File: src/rtl/mix_pkg.sv
// mix_pkg: shared types and helpers for the mix_engine block.
//   state_t    - engine FSM states (IDLE, RUN, DONE)
//   lane_lsb   - bit offset of a lane inside a packed lane vector
//   mult_const - per-lane odd multiplier used in the final mixing step
package mix_pkg;

  typedef enum logic [1:0] {
    IDLE = 2'd0,
    RUN  = 2'd1,
    DONE = 2'd2
  } state_t;

  function automatic int lane_lsb(input int lane, input int width);
    return lane * width;
  endfunction

  // Always odd, so the multiply is a bijection mod 2^WIDTH.
  function automatic int mult_const(input int lane);
    return 2 * lane + 3;
  endfunction

endpackage

File: src/rtl/mix_round.sv
// mix_round: one purely combinational mixing round over all lanes.
// Ports:
//   lanes      in  LANES*WIDTH  current lane state, lane i at [i*WIDTH +: WIDTH]
//   r          in  WIDTH        round index, added into every lane
//   next_lanes out LANES*WIDTH  lane state after this round
module mix_round
  import mix_pkg::*;
#(
  parameter int LANES = 8,
  parameter int WIDTH = 32
) (
  input  logic [LANES*WIDTH-1:0] lanes,
  input  logic [WIDTH-1:0]       r,
  output logic [LANES*WIDTH-1:0] next_lanes
);

  logic [WIDTH-1:0] s [LANES];
  logic [WIDTH-1:0] t [LANES];
  logic [WIDTH-1:0] u [LANES];

  // Add lane index, ripple-accumulate (seeded by the last lane), cross-fold
  // each lane with the lane half a ring away, then multiply by an odd
  // constant and add the round index. The ripple is the critical path.
  always_comb begin
    s = '{default: '0};
    t = '{default: '0};
    u = '{default: '0};
    next_lanes = '0;
    for (int i = 0; i < LANES; i++) begin
      s[i] = lanes[lane_lsb(i, WIDTH) +: WIDTH] + WIDTH'(i);
    end
    t[0] = s[0] + s[LANES-1];
    for (int i = 1; i < LANES; i++) begin
      t[i] = s[i] + t[i-1];
    end
    for (int i = 0; i < LANES; i++) begin
      u[i] = t[i] ^ (t[(i + LANES/2) % LANES] << (WIDTH/2));
    end
    for (int i = 0; i < LANES; i++) begin
      next_lanes[lane_lsb(i, WIDTH) +: WIDTH] = u[i] * WIDTH'(mult_const(i)) + r;
    end
  end

endmodule

File: src/rtl/mix_engine.sv
// mix_engine: handshaked multi-lane mixing engine.
// A job (seed + round count) is accepted on the in_* port, mixed one round
// per cycle, then held on the out_* port until consumed.
// Ports:
//   clk, rst   clock and synchronous active-high reset
//   in_valid   job offered            in_ready  job accepted this cycle
//   in_data    seed lanes             in_rounds rounds (saturated to MAX_ROUNDS)
//   out_valid  result held            out_ready consumer takes result
//   out_data   result lanes           busy      high while rounds execute
module mix_engine
  import mix_pkg::*;
#(
  parameter  int LANES      = 8,
  parameter  int WIDTH      = 32,
  parameter  int MAX_ROUNDS = 16,
  localparam int RW         = $clog2(MAX_ROUNDS + 1)
) (
  input  logic                   clk,
  input  logic                   rst,
  input  logic                   in_valid,
  output logic                   in_ready,
  input  logic [LANES*WIDTH-1:0] in_data,
  input  logic [RW-1:0]          in_rounds,
  output logic                   out_valid,
  input  logic                   out_ready,
  output logic [LANES*WIDTH-1:0] out_data,
  output logic                   busy
);

  state_t                 state, next_state;
  logic [LANES*WIDTH-1:0] lanes;
  logic [LANES*WIDTH-1:0] round_lanes;
  logic [RW-1:0]          cnt;
  logic [RW-1:0]          cnt_inc;
  logic [RW-1:0]          target;
  logic [RW-1:0]          sat_rounds;
  logic [WIDTH-1:0]       round_r;
  logic                   accept;

  // A new job may load while a finished result is being consumed, which
  // gives back-to-back operation without an idle bubble. This is the only
  // combinational output path and it depends on out_ready alone.
  assign in_ready   = (state == IDLE) || ((state == DONE) && out_ready);
  assign accept     = in_valid && in_ready;
  assign sat_rounds = (in_rounds > RW'(MAX_ROUNDS)) ? RW'(MAX_ROUNDS) : in_rounds;
  assign cnt_inc    = cnt + RW'(1);
  assign round_r    = WIDTH'(cnt);

  assign out_valid = (state == DONE);
  assign busy      = (state == RUN);
  assign out_data  = lanes;

  mix_round #(
    .LANES(LANES),
    .WIDTH(WIDTH)
  ) u_round (
    .lanes     (lanes),
    .r         (round_r),
    .next_lanes(round_lanes)
  );

  // Next-state decode; a zero-round job goes straight to DONE.
  always_comb begin
    next_state = state;
    case (state)
      IDLE: begin
        if (accept) next_state = (sat_rounds == '0) ? DONE : RUN;
      end
      RUN: begin
        if (cnt_inc == target) next_state = DONE;
      end
      DONE: begin
        if (accept)         next_state = (sat_rounds == '0) ? DONE : RUN;
        else if (out_ready) next_state = IDLE;
      end
      default: next_state = IDLE;
    endcase
  end

  // State, lane registers and round bookkeeping. Reset discards any
  // in-flight job so its result is never presented.
  always_ff @(posedge clk) begin
    if (rst) begin
      state  <= IDLE;
      lanes  <= '0;
      cnt    <= '0;
      target <= '0;
    end else begin
      state <= next_state;
      if (accept) begin
        lanes  <= in_data;
        cnt    <= '0;
        target <= sat_rounds;
      end else if (state == RUN) begin
        lanes <= round_lanes;
        cnt   <= cnt_inc;
      end
    end
  end

endmodule

File: config.mk
export PLATFORM = sky130hd
export DESIGN_NAME = mix_engine
export DESIGN_NICKNAME = d
export VERILOG_FILES = /design/src/rtl/mix_pkg.sv /design/src/rtl/mix_round.sv /design/src/rtl/mix_engine.sv
export SDC_FILE = /design/constraint.sdc
export NUM_CORES = 2
export LEC_CHECK = 0
export ABC_CLOCK_PERIOD_IN_PS = 15800
export CORE_MARGIN = 2
export CORE_UTILIZATION = 40
export CTS_BUF_LIST = sky130_fd_sc_hd__clkbuf_16
export DETAILED_ROUTE_END_ITERATION = 16
export GPL_ROUTABILITY_DRIVEN = 1
export PLACE_DENSITY = 0.65
export SYNTH_ARGS = -nofsm -noshare
export SYNTH_HDL_FRONTEND = slang
export SYNTH_SLANG_ARGS = --single-unit
File: constraint.sdc
create_clock -name clk -period 15.8 [get_ports clk]
set_input_delay 1.58 -clock clk [delete_from_list [all_inputs] [get_ports clk]]
set_output_delay 1.58 -clock clk [all_outputs]
set_load 0.005 [all_outputs]
==> results.md <==
- Run status: complete, no violations
- Overall overflow remaining after global route: 0
- Fraction of layout instances using a drive strength above 1: 0.192
- Clock Skews: 33.6 ps
- Vias/cell: 5.68
- Transition at the pin with the smallest max-transition slack: 1030 ps
- Share of flip-flops with an asynchronous set or reset after synthesis: 0
- Syn_nets: 7,058
- Yosys warning total: 0
- Hold-critical path depth: 2
- FF+latch count, synth: 268
- Length in cells of the worst reg-to-reg path: 72
- Uppermost layer routed: met5
- Die span in x: 343 um
- CP Data Required Time: 16,270 ps
- Syn_area_per_cell: 8.22 um^2
- Aggregate global-route resource usage: 0.350
- Metal1 wirelength: 91,100 um
- DRT Pass-1 Iters: 7
- Library cells used by synthesis: 83
- RePlAce Congestion: 1.04
- Total length of routed wires: 214,000 um
- Final net count: 8,425
- Setup TNS: 0 ps
- Slowest stage delay, CP: 460 ps
- Routed WL per cell: 25.1 um
- Met3 Routed Length: 14,600 um
- Level count of the clock H-tree: 2
- Max-cap viol count: 0
- Global-route wire length before repair: 303,000 um
- Maximum number of pins on one net before global-route repair: 92
- Startpoint types: flip-flop
- Antenna-violating nets left: 0
- Clk slew on worst S/H paths: 70 ps
- Count of flip-flops with a built-in enable after synthesis: 0
- Peak Freq: 0.0654 GHz
- TritonCTS clock tree: built
- WS Path Type: flip-flop to flip-flop
- Primary flip-flop cell chosen by synthesis mapping: sky130_fd_sc_hd__dfxtp_1
- Sequential fraction of the synthesis area: 0.117
- Die area: 118,000 um^2
- Syn-to-layout area delta: 36.3%
- Hold-fix buffer count after cts: 0
- Arrival time reported for the critical path endpoint: 15,750 ps
- I/O pin total: 524
- Floorplan row count: 124
- HPWL after detailed placement: 183,000 um
- Area of the core: 114,000 um^2
- Layout filler cell count: 10,900
- Mapped cell area: 46,000 um^2
- Total DRC errors in the routed layout: 0
- Cts bufs inserted: 35
- Count of mapped cells out of synthesis: 5,599
- Area of all placed cells without fillers: 62,700 um^2
- Max-slew headroom: 0.310
- Element type at the critical path end: flip-flop
- Worst setup path startpoint: out_data[224]$_SDFFE_PP0P_
- Effective utilization at floorplan: 0.403
- Total number of vias: 48,300
- Slowest-stage cell, CP: sky130_fd_sc_hd__fa_1
- Final count of hold timing violations: 0
- Critical path peak fanout: 4
- Final slew viol count: 0
- Wire length on met2: 97,400 um
- Register-to-Register Setup Slack: 520 ps
- Number of global-route vias before repair: 46,500
- Min cycle time layout: 15,280 ps
- Final Cycle Share: 0.967
- Reg-to-reg critical path startpoint: out_data[224]$_SDFFE_PP0P_
- Root Buffer: sky130_fd_sc_hd__clkbuf_16
- Initial antenna violation count: 16
- Vertical extent of the die: 343 um
- Port Buffers: 523
- Instance area at placement: 59,600 um^2
- Worst-skew pair later-pin latency: 620 ps
- Sinks on the clock net: 268
- Source of the worst hold timing path: target[3]$_SDFFE_PP0P_
- Final number of setup-violating endpoints: 0
- Maximum count of clock buffers along a single path: 3
- Worst min-delay path category: flip-flop to flip-flop
- First-iteration detailed-routing DRC count: 3,628
- Crit-path most repeated cell: sky130_fd_sc_hd__ha_1
cell usage after synthesis, drive strengths merged (42+ instances only):
master  count  area, um^2
a211oi     54         410
a21o      229        1720
a21oi     442        2220
a311oi    162        1420
and3       42         263
clkbuf    151         568
dfxtp     268        5370
fa        174        3480
ha       1020       12800
inv       373        1400
nand2     515        1930
nand2b     58         363
nand3      73         365
nor2      430        1610
nor2b      65         407
nor3       92         460
o21a       60         450
o21ai     247        1240
o21bai     86         646
xnor2     399        3510
xor2      201        1770
stage by stage:
stage	util	setup WS (ps)	hold slack (ps)	instances
floorplan	-	365	444	5599
global placement	0.522	-377	458	8406
detailed placement	0.522	-407	475	8406
CTS	0.534	6.06	482	8470
global route	0.549	-162	513	8504
finish	0.549	520	475	8508
cells in the final DEF, fill, tap and decap left out, types with 71 or more instances in the layout:
| cell | instances |
|---|---|
| sky130_fd_sc_hd__nand3_1 | 71 |
| sky130_fd_sc_hd__xnor2_1 | 329 |
| sky130_fd_sc_hd__a21o_1 | 229 |
| sky130_fd_sc_hd__nor2_1 | 410 |
| sky130_fd_sc_hd__o21bai_1 | 84 |
| sky130_fd_sc_hd__buf_4 | 970 |
| sky130_fd_sc_hd__o21ai_0 | 210 |
| sky130_fd_sc_hd__inv_1 | 381 |
| sky130_fd_sc_hd__xor2_1 | 184 |
| sky130_fd_sc_hd__a21oi_1 | 390 |
| sky130_fd_sc_hd__nor3_1 | 84 |
| sky130_fd_sc_hd__a311oi_1 | 159 |
| sky130_fd_sc_hd__fa_1 | 174 |
| sky130_fd_sc_hd__dfxtp_1 | 266 |
| sky130_fd_sc_hd__clkdlybuf4s50_1 | 522 |
| sky130_fd_sc_hd__ha_1 | 981 |
| sky130_fd_sc_hd__nand2_1 | 511 |
registers in the layout, summed over array words and instances, names as in the netlist:
name	flops
out_data	256
cnt	5
target	5
state	2
routing by layer:
| metal | global-route usage | up-vias |
|---|---|---|
| met5 | 0 | - |
| met4 | 0.152 | 4 |
| met3 | 0.0476 | 350 |
| met2 | 0.574 | 1662 |
| met1 | 0.460 | 23400 |
| li1 | - | 23000 |
cell families after synthesis:
group | after synthesis | synth area share
xor gates and xnor gates | 611 | 0.120
buffers and inverters | 537 | 0.0438
and+or+nand+nor | 1421 | 0.139
adders and majority gates | 1194 | 0.353
muxes | 9 | 0.00201
DFF | 268 | 0.117
AOI/OAI and AO/OA | 1559 | 0.226
worst max-delay path, delay by kind of cell, from the launching register on:
family / cells / cell delay (ps)
buf+inv: 11 / 1580
flops: 1 / 320
simple gates: 12 / 1910
xor+xnor: 9 / 1830
compound gates: 23 / 4630
fa+ha+maj: 17 / 4860
worst paths after layout:
path                                      to
setup / recovery  out_data[255]$_SDFFE_PP0P_
hold / removal        target[3]$_SDFFE_PP0P_
setup reg to reg  out_data[255]$_SDFFE_PP0P_
hold reg to reg       target[3]$_SDFFE_PP0P_
layout make-up:
class / instances / area [um^2] / area share
timing repair buffer: 1494 / 12500 / 0.200
multi-input combinational: 4794 / 40400 / 0.644
inverter: 373 / 1410 / 0.0224
tap: 1512 / 1890 / 0.0302
clock buffer: 37 / 926 / 0.0148
sequential: 268 / 5370 / 0.0855
antenna: 5 / 12.5 / 0.000199
clock inverter: 25 / 190 / 0.00303
repair_timing:
action / CTS / global route
buffers inserted: 2 / 33
pin swaps: 3 / 111
setup endpoints to repair: 13 / 22
gates cloned: 0 / 0
resized for setup: 38 / 298
Power is not shown: default switching activity piles up to over one toggle a cycle in this logic, so the estimate is an artifact.
